## src/rtl/mircore_isa_pkg.sv

```systemverilog
// mircore_isa_pkg
//   Shared ISA and fetch-stage definitions for the mircore BIOS path.
//   - OP_HLT / OP_JUMP : opcode values found in bits [31:26] of a word.
//   - op_of()          : extracts the opcode field from an instruction word.
//   - fetch_state_t    : fetch FSM state type with its four state constants.
package mircore_isa_pkg;

    localparam logic [5:0] OP_HLT  = 6'b011101;
    localparam logic [5:0] OP_JUMP = 6'b011010;

    // Opcode occupies the top six bits of every instruction word.
    function automatic logic [5:0] op_of(input logic [31:0] word);
        return word[31:26];
    endfunction

    typedef logic [1:0] fetch_state_t;

    localparam fetch_state_t S_ISSUE   = 2'd0;
    localparam fetch_state_t S_CAPTURE = 2'd1;
    localparam fetch_state_t S_PRESENT = 2'd2;
    localparam fetch_state_t S_HALT    = 2'd3;

endpackage

```

## src/rtl/bios_fetch.sv

```systemverilog
// bios_fetch
//   Fetch stage in front of the BIOS ROM. Owns the program counter, drives the
//   ROM word address, captures the ROM's registered output and presents each
//   word to the decoder with a valid/ready handshake. One word is in flight at
//   a time (issue -> capture -> present), so a steady stream costs 3 cycles
//   per instruction. Fetch stops on an accepted HLT word (halted) or when the
//   PC leaves the BIOS image (fault); only reset restarts it.
//
//   Optional build macro: BIOS_FETCH_PREDECODE_EN
//     When defined, an accepted JUMP word with no concurrent redirect sends the
//     PC to its zero-extended 26-bit target instead of pc+1.
//
// Ports
//   clk_auto     in   system clock, rising edge
//   reset        in   synchronous active-high reset
//   address      out  ROM word address (the pc register)
//   biosOut      in   ROM data, valid the cycle after address is sampled
//   redirect_en  in   control unit requests a PC change
//   redirect_pc  in   redirect target
//   instr        out  held instruction word
//   instr_pc     out  PC the held word came from
//   instr_valid  out  instr/instr_pc valid
//   instr_ready  in   decoder accepts instr this cycle
//   halted       out  fetch stopped by HLT
//   fault        out  fetch stopped by out-of-range PC
module bios_fetch
    import mircore_isa_pkg::*;
#(
    parameter int ADDR_W     = 32,
    parameter int BIOS_DEPTH = 64,
    parameter int RESET_PC   = 0
) (
    input  logic              clk_auto,
    input  logic              reset,
    output logic [ADDR_W-1:0] address,
    input  logic [31:0]       biosOut,
    input  logic              redirect_en,
    input  logic [ADDR_W-1:0] redirect_pc,
    output logic [31:0]       instr,
    output logic [ADDR_W-1:0] instr_pc,
    output logic              instr_valid,
    input  logic              instr_ready,
    output logic              halted,
    output logic              fault
);

    localparam logic [ADDR_W-1:0] DEPTH_W = ADDR_W'(BIOS_DEPTH);
    localparam logic [ADDR_W-1:0] PC_RST  = ADDR_W'(RESET_PC);

    fetch_state_t      state_q, state_d;
    logic [ADDR_W-1:0] pc_q, pc_d;
    logic [31:0]       instr_q, instr_d;
    logic [ADDR_W-1:0] instr_pc_q, instr_pc_d;
    logic              valid_q, valid_d;
    logic              halted_q, halted_d;
    logic              fault_q, fault_d;
    logic [ADDR_W-1:0] seq_pc;

    // PC used after an accepted word when no redirect is present. The +1
    // wraps naturally; an out-of-range result is caught at the next issue.
    always_comb begin
        seq_pc = pc_q + ADDR_W'(1);
`ifdef BIOS_FETCH_PREDECODE_EN
        if (op_of(instr_q) == OP_JUMP) begin
            seq_pc = ADDR_W'(instr_q[25:0]);
        end
`endif
    end

    always_comb begin
        state_d    = state_q;
        pc_d       = pc_q;
        instr_d    = instr_q;
        instr_pc_d = instr_pc_q;
        valid_d    = valid_q;
        halted_d   = halted_q;
        fault_d    = fault_q;

        if (state_q != S_HALT && redirect_en) begin
            // A redirect in any running state discards whatever is in flight
            // or held; if the decoder accepted the same cycle, the held word
            // simply counts as consumed and its opcode is not examined.
            pc_d    = redirect_pc;
            valid_d = 1'b0;
            state_d = S_ISSUE;
        end else begin
            case (state_q)
                S_ISSUE: begin
                    if (pc_q >= DEPTH_W) begin
                        fault_d = 1'b1;
                        state_d = S_HALT;
                    end else begin
                        // address is pc_q; the ROM samples it on this edge.
                        state_d = S_CAPTURE;
                    end
                end
                S_CAPTURE: begin
                    instr_d    = biosOut;
                    instr_pc_d = pc_q;
                    valid_d    = 1'b1;
                    state_d    = S_PRESENT;
                end
                S_PRESENT: begin
                    if (instr_ready) begin
                        valid_d = 1'b0;
                        if (op_of(instr_q) == OP_HLT) begin
                            halted_d = 1'b1;
                            state_d  = S_HALT;
                        end else begin
                            pc_d    = seq_pc;
                            state_d = S_ISSUE;
                        end
                    end
                end
                default: begin
                    // S_HALT: frozen until reset.
                    state_d = S_HALT;
                end
            endcase
        end
    end

    always_ff @(posedge clk_auto) begin
        if (reset) begin
            state_q    <= S_ISSUE;
            pc_q       <= PC_RST;
            instr_q    <= 32'd0;
            instr_pc_q <= '0;
            valid_q    <= 1'b0;
            halted_q   <= 1'b0;
            fault_q    <= 1'b0;
        end else begin
            state_q    <= state_d;
            pc_q       <= pc_d;
            instr_q    <= instr_d;
            instr_pc_q <= instr_pc_d;
            valid_q    <= valid_d;
            halted_q   <= halted_d;
            fault_q    <= fault_d;
        end
    end

    assign address     = pc_q;
    assign instr       = instr_q;
    assign instr_pc    = instr_pc_q;
    assign instr_valid = valid_q;
    assign halted      = halted_q;
    assign fault       = fault_q;

endmodule

```

## config.mk

```make
export PLATFORM = sky130hd
export DESIGN_NAME = bios_fetch
export DESIGN_NICKNAME = d
export VERILOG_FILES = /design/src/rtl/mircore_isa_pkg.sv /design/src/rtl/bios_fetch.sv
export SDC_FILE = /design/constraint.sdc
export NUM_CORES = 1
export LEC_CHECK = 0
export CORE_MARGIN = 1.5
export CORE_UTILIZATION = 45
export CTS_CLUSTER_SIZE = 8
export DETAILED_ROUTE_END_ITERATION = 8
export MAX_ROUTING_LAYER = met4
export PLACE_DENSITY = 0.82
export SLEW_MARGIN = 20
export SYNTH_ARGS = -nofsm -noshare
export SYNTH_HDL_FRONTEND = slang
export SYNTH_SLANG_ARGS = --single-unit
```

## constraint.sdc

```tcl
create_clock -name clk_auto -period 5.5 [get_ports clk_auto]
set_input_delay 1.1 -clock clk_auto [delete_from_list [all_inputs] [get_ports clk_auto]]
set_output_delay 1.1 -clock clk_auto [all_outputs]
set_load 0.005 [all_outputs]
```

### Word-level counts from Yosys, hierarchy flattened

Index checks and enable logic that the tools add are counted.

* reductions and logical operators: 11
* order comparisons: 1
* muxes and demuxes: 10
* equal/unequal tests: 6
* add/sub/neg operators: 1
* bitwise gates (word level): 1

Operators with widths (number)
* $mux 32: 4
* $add 32x1->32 const B: 1
* $ge 32x7->1 const B: 1
* $eq 6x5->1 const B: 1
* $mux 2: 3
* $ne 2x2->1 const B: 3
* $pmux 2 s3: 1
* $reduce_and 3->1: 2
* $reduce_bool 2->1: 3
* $reduce_and 2->1: 2
* $reduce_and 4->1: 1
* $eq 2x1->1 const B: 1
* $eq 2x2->1 const B: 1
* $logic_not 2->1: 1
* $pmux 1 s2: 1
* $reduce_or 2->1: 1
* $logic_and 1x1->1: 1
* $mux 1: 1
* $not 1->1: 1

* word-level logic and storage cells: 37
* flip-flop bits (word level): 101
* output and inout port bits: 99
* input port bits: 68

### Depth between registers and ports, before layout

Gate-level depths: netlist of the first run.

* depth in word-level cells: 5
* depth in mapped cells: 7
* gate-level depth less buffers: 6

### Least setup slack after synthesis of the first run

No wires, ideal clock.

* kind: input to register
* start: input port instr_ready
* end: register pc_q[22], in the netlist address[22]
* buffers on the path: 1
* setup time: 0.074 ns
* stages: 6
* data required time: 5.426 ns
* arrival time: 2.623 ns
* path slack: 2.803 ns
* cells stage by stage: nand3b_1 > or2_1 > buf_6 > or4_4 > or4_1 > a31oi_1

* cells in the longest elaborated chain, start to end: 2

Ends and longest elaborated chain
* from (decl): line bios_fetch.sv:42 `input logic instr_ready,`
* $reduce_bool 2->1 (no source line)
* $reduce_and 3->1 (no source line)
* to (signal assigned): line bios_fetch.sv:134 `pc_q <= pc_d;`
* to (decl): line bios_fetch.sv:51 `logic [ADDR_W-1:0] pc_q, pc_d;`

Every way passes these cells.
A chain may end at the register's enable or synchronous reset.

### Worst setup path in the final report of the first run

* start: input port instr_ready
* end: register pc_q[20], in the netlist address[20]

The elaborated chain is that of the path after synthesis.

==> results of run 1 <==
[worst min-delay path, stage by stage, from the launching register on]
cell and delay (ns):
sky130_fd_sc_hd__dfxtp_1 0.32, sky130_fd_sc_hd__inv_1 0.05, sky130_fd_sc_hd__a21oi_1 0.05
[worst max-delay path by stage]
stage	endpoint	slack [ns]	cells after the start
finish	address[20]	2.52	6
global route	address[24]	2.38	5
CTS	address[20]	2.56	6
detailed placement	address[30]	2.17	6
global placement	address[22]	2.22	6
floorplan	address[22]	2.80	6
[metal layers]
metal	routed length [µm]	global-route usage [%]	share of wire, %
met5	0	-	0
met4	175	7.265	1.4
met3	775	4.003	6.1
met2	6047	40.53	48
met1	5637	34.11	45
[cell families after synthesis]
logic type      share of synthesized area, %
simple gates                           29.03
mux                                   0.2306
compound gates                         14.79
flops                                  46.58
xor+xnor                               4.439
fa+ha+maj                             0.5764
buf+inv                                4.353
[area by class of cell]
class                      instances  area [µm²]  share of cell area, %
inverter                           9       33.78                 0.5423
clock inverter                     6       43.79                 0.7030
sequential                       101        2022                  32.46
tap                              129       161.4                  2.591
timing repair buffer             170        1687                  27.07
clock buffer                      10       137.6                  2.209
multi-input combinational        410        2145                  34.42
[through the flow]
step / util (%) / power, mW
floorplan: - / 0.8912
global route: 67.10 / 1.507
global placement: 65.09 / 1.020
finish: 67.10 / 1.449
CTS: 67.10 / 1.462
detailed placement: 65.15 / 1.024
[report_power, final]
group          internal (mW)  switching [mW]  leakage, nW
logic                  0.121          0.0834         1.11
clock network          0.181           0.259       0.0935
registers              0.760          0.0438        0.824
total                   1.06           0.386         2.02
[flip-flops by register name, indices dropped and copies added (netlist names)]
register / flops
address: 32
fault: 1
halted: 1
instr: 32
instr_pc: 32
instr_valid: 1
state_q: 2
[cell usage after synthesis (2+ instances only)]
master	n	area (µm²)
sky130_fd_sc_hd__or3_1	2	12.51
sky130_fd_sc_hd__dfxtp_1	101	2022
sky130_fd_sc_hd__xnor2_1	22	192.7
sky130_fd_sc_hd__a21oi_1	69	345.3
sky130_fd_sc_hd__or4_1	5	37.54
sky130_fd_sc_hd__a211oi_1	17	127.6
sky130_fd_sc_hd__clkbuf_1	35	131.4
sky130_fd_sc_hd__nor2b_1	3	18.77
sky130_fd_sc_hd__o21ai_0	12	60.06
sky130_fd_sc_hd__nor3_1	12	60.06
sky130_fd_sc_hd__o41ai_1	2	17.52
sky130_fd_sc_hd__ha_1	2	25.02
sky130_fd_sc_hd__buf_1	2	7.510
sky130_fd_sc_hd__inv_1	9	33.78
sky130_fd_sc_hd__a31oi_1	2	12.51
sky130_fd_sc_hd__nand2_1	154	578.1
sky130_fd_sc_hd__nor2_1	29	108.9
sky130_fd_sc_hd__nand2b_1	2	12.51
sky130_fd_sc_hd__and3_1	5	31.28
sky130_fd_sc_hd__nor4_1	19	118.9
sky130_fd_sc_hd__nand4_1	8	50.05
sky130_fd_sc_hd__nand3b_1	3	22.52
sky130_fd_sc_hd__and4_1	3	26.28
sky130_fd_sc_hd__nand3_1	16	80.08
sky130_fd_sc_hd__and2_1	3	18.77
sky130_fd_sc_hd__nor3b_1	3	22.52
==> reports/qor.log, run 1 <==
INFO  run_status     run_status=completed
INFO  route          detail_route.drc_violations=0
INFO  worst_setup_path critical_path_cell_list=clkdlybuf4s50_1 -> nand3b_1 -> or2_1 -> or4_4 -> or4_1 -> a21oi_1
INFO  clock_network  cts_buffers=9
INFO  route          post_drt_wl_per_cell=15.13µm
INFO  power_and_ir_drop power.density_cell_area=232.5mW/mm²
INFO  floorplan      chipWidth=101.2µm
INFO  grt            first_global_vias=4225
INFO  clock_network  clock_path_buffers=2
INFO  synthesis      syn_inst=559
INFO  timing         max_clock_freq=335.7MHz
INFO  cells_and_area share_of_cells_above_drive_strength_1=3.824%
INFO  timing         setup-tns-final=0ns
INFO  route          route.final.wire_length=12.64mm
INFO  place          place_worst_setup_slack=2.174ns
INFO  worst_setup_path worst-path-max-fanout=8
INFO  floorplan      placement_rows=35
INFO  worst_setup_path ff2ff_path_depth=6
INFO  place          placement.cell_area=0.006048mm²
INFO  clock_network  postCtsHoldBufs=0
INFO  route          dr_total_vias=4430
INFO  cells_and_area final_cells=835
INFO  timing         finalHoldWorstSlack=0.4513ns
INFO  synthesis      post_synth.cell_area_avg=7.765µm²
INFO  route          drt_iter0_drc=211
INFO  worst_setup_path crit_path_end_kind=flop
INFO  worst_setup_path critical-path-slowest-cell=sky130_fd_sc_hd__or4_4
INFO  floorplan      die_height=101.2µm
INFO  worst_setup_path critical_path.reg2reg.startpoint=address[1]
INFO  route          drtAntennaViolNets=0
INFO  floorplan      fp.dieArea=0.01024mm²
INFO  clock_network  ctsResizeCount=0
INFO  synthesis      synth_async_sr_flop_share=0%
INFO  worst_setup_path critical-path-max-stage-delay=0.56ns
INFO  worst_setup_path worst_setup_path_start_kind=input pin
INFO  clock_network  clk_latency=0.36ns
INFO  synthesis      synth_fp_nets=629
INFO  min_path       hold-path-endpoint=fault
INFO  synthesis      synth_top_flop_cell=sky130_fd_sc_hd__dfxtp_1
INFO  worst_setup_path cp.required=5.78ns
INFO  grt            grt_first_pass_wirelength=20.47mm
INFO  run            max-cap-violations=0
INFO  clock_network  post-cts-setup-buffers=0
INFO  route          detail_route.vias_per_cell=5.305
INFO  synthesis      netlist_area=0.004340mm²
INFO  min_path       timing.hold.worst.start=fault
INFO  timing         post-route-min-period=2.979ns
INFO  floorplan      start_util=46.75%
INFO  worst_setup_path timing.rr.end=address[20]
INFO  worst_setup_path critical_path_start_end_classification=in2reg
INFO  min_path       hold_path_depth=2
INFO  worst_setup_path critical_path_buffer_and_inverter_count=1
INFO  timing         maxSlewViolCount=0
INFO  place          dp_hpwl=9.109mm
INFO  worst_setup_path worstPathArrival=3.26ns
INFO  timing         timing.final.crit_share=54.17%
INFO  synthesis      synth-warning-count=0
INFO  place          finalWeightedCongestion=0.9222
INFO  floorplan      core_region_area=0.009284mm²
INFO  power_and_ir_drop maximum_resistive_drop_on_vdd=158.0µV
INFO  min_path       class_of_the_tightest_hold_or_removal_check=reg2reg
INFO  grt            grt_usage=25.63%
INFO  cells_and_area finish.net_count=771
INFO  synthesis      synth_seq_cells=101
INFO  synthesis      post_synth_edffs=0
INFO  cells_and_area filler_instances=801
INFO  timing         headroom_to_the_max_slew_limit=31.43%
INFO  timing         clock_skew=0.01669ns
INFO  timing         unrepaired_setup_endpoints_after_global_routing=false
INFO  grt            total_grt_overflow=0
INFO  synthesis      seq_area_frac_synth=46.58%
INFO  worst_setup_path worst-r2r-setup-slack=3.16ns
INFO  cells_and_area area.growth.synth_to_final=43.53%
INFO  timing         minimum_setup_slack_in_the_final_design=2.521ns
INFO  timing         report.final.hold_viol_count=0
INFO  timing         max_slew.worst_pin.slew=1.029ns
INFO  route          firstDrtPassIters=7
INFO  timing         setup_viol=0
INFO  place          placedCellCount=819
INFO  worst_setup_path cp_top_delay_family=simple AND/OR/NAND/NOR gates
INFO  cells_and_area diodes=0
INFO  cells_and_area final_design_area_no_fill=0.006230mm²
INFO  power_and_ir_drop leakage=2.022nW
INFO  clock_network  clk_pin_slew=0.10ns
INFO  clock_network  cts-root-buf=sky130_fd_sc_hd__clkbuf_8
INFO  cells_and_area most_common_library_cell_in_the_layout_ignoring_fill_and_taps=sky130_fd_sc_hd__clkdlybuf4s50_1
INFO  clock_network  clock-sinks=101
INFO  place          port_buffers=166
INFO  synthesis      distinct_cell_type_count_of_the_synthesized_netlist=45
INFO  clock_network  cts_htree_levels=3
INFO  worst_setup_path cp-startpoint=instr_ready
INFO  grt            pin_count_of_the_biggest_net_entering_global_routing=65
INFO  floorplan      io-pin-count=167
INFO  cells_and_area mostFrequentLayoutCells=165 x sky130_fd_sc_hd__clkdlybuf4s50_1, 154 x sky130_fd_sc_hd__nand2_1, 101 x sky130_fd_sc_hd__dfxtp_1
INFO  clock_network  cts_tree=yes
INFO  grt            antenna_found_initial=0
No activity file was read; power rests on OpenSTA's default activity.
==> run 2: changes to the inputs <==
--- a/config.mk
+++ b/config.mk
@@ -6,11 +6,11 @@
 export NUM_CORES = 1
 export LEC_CHECK = 0
 export CORE_MARGIN = 1.5
-export CORE_UTILIZATION = 45
+export CORE_UTILIZATION = 40
 export CTS_CLUSTER_SIZE = 8
 export DETAILED_ROUTE_END_ITERATION = 8
 export MAX_ROUTING_LAYER = met4
-export PLACE_DENSITY = 0.82
+export PLACE_DENSITY = 0.77
 export SLEW_MARGIN = 20
 export SYNTH_ARGS = -nofsm -noshare
 export SYNTH_HDL_FRONTEND = slang
==> constraint.sdc (replaced) <==
create_clock -name clk_auto -period 2.6 [get_ports clk_auto]
set_input_delay 0.52 -clock clk_auto [delete_from_list [all_inputs] [get_ports clk_auto]]
set_output_delay 0.52 -clock clk_auto [all_outputs]
set_load 0.005 [all_outputs]
==> run 2 against run 1 <==
Net effect: global-route usage is 1.7 points lower; first-iteration DRC count is 49% higher; clock skew is 0.0033 ns lower; wire length is 7.2% higher; cell count is 3.5% higher; via count is 3.4% higher; utilization is 5.3 points lower; critical path type unchanged; highest routed layer unchanged.
==> reports/qor.log, run 2 (synthesis results as in run 1) <==
INFO  cells_and_area diodes=0 [unchanged]
INFO  min_path       timing.hold.worst.start=fault [unchanged]
INFO  worst_setup_path cp_top_delay_family=simple AND/OR/NAND/NOR gates [unchanged]
INFO  timing         headroom_to_the_max_slew_limit=59.97% [was 31.43%]
INFO  route          drt_iter0_drc=314 [was 211]
INFO  timing         report.final.hold_viol_count=0 [unchanged]
INFO  floorplan      core_region_area=0.01042mm² [was 0.009284 mm²]
INFO  run_status     run_status=completed [unchanged]
INFO  worst_setup_path critical_path_buffer_and_inverter_count=1 [unchanged]
INFO  timing         max_slew.worst_pin.slew=0.5965ns [was 1.029 ns]
INFO  timing         finalHoldWorstSlack=0.4580ns [was 0.4513 ns]
INFO  clock_network  cts-root-buf=sky130_fd_sc_hd__clkbuf_8 [unchanged]
INFO  worst_setup_path worst-path-max-fanout=5 [was 8]
INFO  route          detail_route.vias_per_cell=5.303 [was 5.305]
INFO  place          finalWeightedCongestion=0.8491 [was 0.9222]
INFO  grt            total_grt_overflow=0 [unchanged]
INFO  clock_network  cts_tree=yes [unchanged]
INFO  timing         timing.final.crit_share=93.59%
INFO  grt            antenna_found_initial=0 [unchanged]
INFO  grt            first_global_vias=4362 [was 4225]
INFO  floorplan      placement_rows=37 [was 35]
INFO  place          port_buffers=166 [unchanged]
INFO  clock_network  cts_buffers=9 [unchanged]
INFO  clock_network  cts_htree_levels=3 [unchanged]
INFO  timing         setup-tns-final=0ns [unchanged]
INFO  timing         clock_skew=0.01343ns [was 0.01669 ns]
INFO  clock_network  clk_latency=0.38ns [was 0.36 ns]
INFO  clock_network  clock-sinks=101 [unchanged]
INFO  timing         setup_viol=0 [unchanged]
INFO  cells_and_area filler_instances=916 [was 801]
INFO  worst_setup_path cp-startpoint=instr_ready [unchanged]
INFO  floorplan      fp.dieArea=0.01149mm² [was 0.01024 mm²]
INFO  clock_network  clk_pin_slew=0.10ns [about the same]
INFO  worst_setup_path worst_setup_path_start_kind=input pin [unchanged]
INFO  worst_setup_path critical-path-slowest-cell=sky130_fd_sc_hd__or4_1 [was sky130_fd_sc_hd__or4_4]
INFO  floorplan      io-pin-count=167 [unchanged]
INFO  clock_network  postCtsHoldBufs=0 [unchanged]
INFO  worst_setup_path worstPathArrival=2.68ns [was 3.26 ns]
INFO  cells_and_area finish.net_count=793 [was 771]
INFO  worst_setup_path critical_path_cell_list=clkdlybuf4s50_1 -> nand3b_1 -> or4_1 -> or2_2 -> o41ai_1 -> nand3_1 [was clkdlybuf4s50_1 -> nand3b_1 -> or2_1 -> or4_4 -> or4_1 -> a21oi_1]
INFO  route          post_drt_wl_per_cell=15.69µm [was 15.13 µm]
INFO  cells_and_area area.growth.synth_to_final=48.31% [was 43.53%]
INFO  power_and_ir_drop finalPower=3.156mW [was 1.449 mW]
INFO  route          dr_total_vias=4582 [was 4430]
INFO  worst_setup_path critical-path-max-stage-delay=0.60ns [was 0.56 ns]
INFO  timing         unrepaired_setup_endpoints_after_global_routing=false [unchanged]
INFO  place          dp_hpwl=9.902mm [was 9.109 mm]
INFO  clock_network  clock_path_buffers=2 [unchanged]
INFO  timing         max_clock_freq=411.0MHz
INFO  power_and_ir_drop maximum_resistive_drop_on_vdd=309.6µV [was 158.0 µV]
INFO  power_and_ir_drop power.density_cell_area=490.2mW/mm² [was 232.5 mW/mm²]
INFO  route          detail_route.drc_violations=0 [unchanged]
INFO  clock_network  post-cts-setup-buffers=0 [unchanged]
INFO  cells_and_area final_cells=864 [was 835]
INFO  power_and_ir_drop leakage=2.132nW [was 2.022 nW]
INFO  worst_setup_path crit_path_end_kind=flop [unchanged]
INFO  floorplan      chipWidth=107.2µm [was 101.2 µm]
INFO  worst_setup_path worst-r2r-setup-slack=0.19ns [was 3.16 ns]
INFO  place          placedCellCount=848 [was 819]
INFO  route          drtAntennaViolNets=0 [unchanged]
INFO  worst_setup_path cp.required=2.85ns [was 5.78 ns]
INFO  route          firstDrtPassIters=5 [was 7]
INFO  worst_setup_path critical_path.reg2reg.startpoint=address[0] [was address[1]]
INFO  timing         maxSlewViolCount=0 [unchanged]
INFO  timing         post-route-min-period=2.433ns
INFO  cells_and_area share_of_cells_above_drive_strength_1=6.731% [was 3.824%]
INFO  grt            grt_first_pass_wirelength=21.31mm [was 20.47 mm]
INFO  cells_and_area most_common_library_cell_in_the_layout_ignoring_fill_and_taps=sky130_fd_sc_hd__clkdlybuf4s50_1 [unchanged]
INFO  grt            grt_usage=23.91% [was 25.63%]
INFO  route          route.final.wire_length=13.55mm [was 12.64 mm]
INFO  clock_network  ctsResizeCount=0 [unchanged]
INFO  grt            pin_count_of_the_biggest_net_entering_global_routing=65 [unchanged]
INFO  floorplan      start_util=41.67% [was 46.75%]
INFO  min_path       class_of_the_tightest_hold_or_removal_check=reg2reg [unchanged]
INFO  run            max-cap-violations=0 [unchanged]
INFO  worst_setup_path critical_path_start_end_classification=in2reg [unchanged]
INFO  floorplan      die_height=107.2µm [was 101.2 µm]
INFO  cells_and_area mostFrequentLayoutCells=165 x sky130_fd_sc_hd__clkdlybuf4s50_1, 154 x sky130_fd_sc_hd__nand2_1, 101 x sky130_fd_sc_hd__dfxtp_1 [unchanged]
## run 2: changes by cell type in the layout (fill, tap and decap cells not counted), sizes merged
cell,before,now
inv,12,10
buf,5,27
clkinvlp,1,2
clkbuf,10,11
## run 2: worst register-to-register path: stages (launching register included)
cell,delay (ns)
sky130_fd_sc_hd__dfxtp_1,0.47
sky130_fd_sc_hd__ha_1,0.21
sky130_fd_sc_hd__nand3_1,0.13
sky130_fd_sc_hd__or4_1,0.57
sky130_fd_sc_hd__or2_2,0.34
sky130_fd_sc_hd__o41ai_1,0.45
sky130_fd_sc_hd__nand3_1,0.13
## run 2: routing by layer
metal | routed length (µm) | vias up | part of all wire, % | GRT usage, %
li1 | - | 2246 | - | -
met1 | 5787 | 2126 | 43 | 29.63
met2 | 6592 | 182 | 49 | 39.44
met3 | 887 | 28 | 6.5 | 3.465
met4 | 284 | 0 | 2.1 | 9.048
met5 | 0 | - | 0 | -
## run 2: path summary, 6_finish.rpt
check | endpoint | cells past startpoint
worst max-delay path | address[30] | 6
worst max register to register | address[30] | 6
worst min register to register | fault | 2
worst min-delay path | fault | 2
## run 2: cell type report
type / count / area [µm²] / area share, %
Clock buffer: 11 / 151.4 / 2.352
Clock inverter: 5 / 43.79 / 0.6803
Inverter: 9 / 33.78 / 0.5248
Multi-Input combinational cell: 410 / 2140 / 33.24
Sequential cell: 101 / 2022 / 31.41
Tap cell: 136 / 170.2 / 2.643
Timing Repair Buffer: 192 / 1877 / 29.15
## run 2: power by group
group,switching (mW),total [mW],internal (mW)
Sequential,0.0738,1.68,1.61
Clock,0.580,0.991,0.411
Combinational,0.202,0.483,0.281
Total,0.856,3.16,2.30
## run 2: per-stage QoR
stage | worst slack, ns | instance area [µm²] | util, %
after global placement | -0.03589 | 6242 | 59.93
after floorplan | 0.4499 | 4340 | -
after detailed placement | -0.1576 | 6242 | 59.93
final | 0.1667 | 6437 | 61.80
after CTS | 0.2119 | 6437 | 61.80
after global routing | 0.1166 | 6437 | 61.80
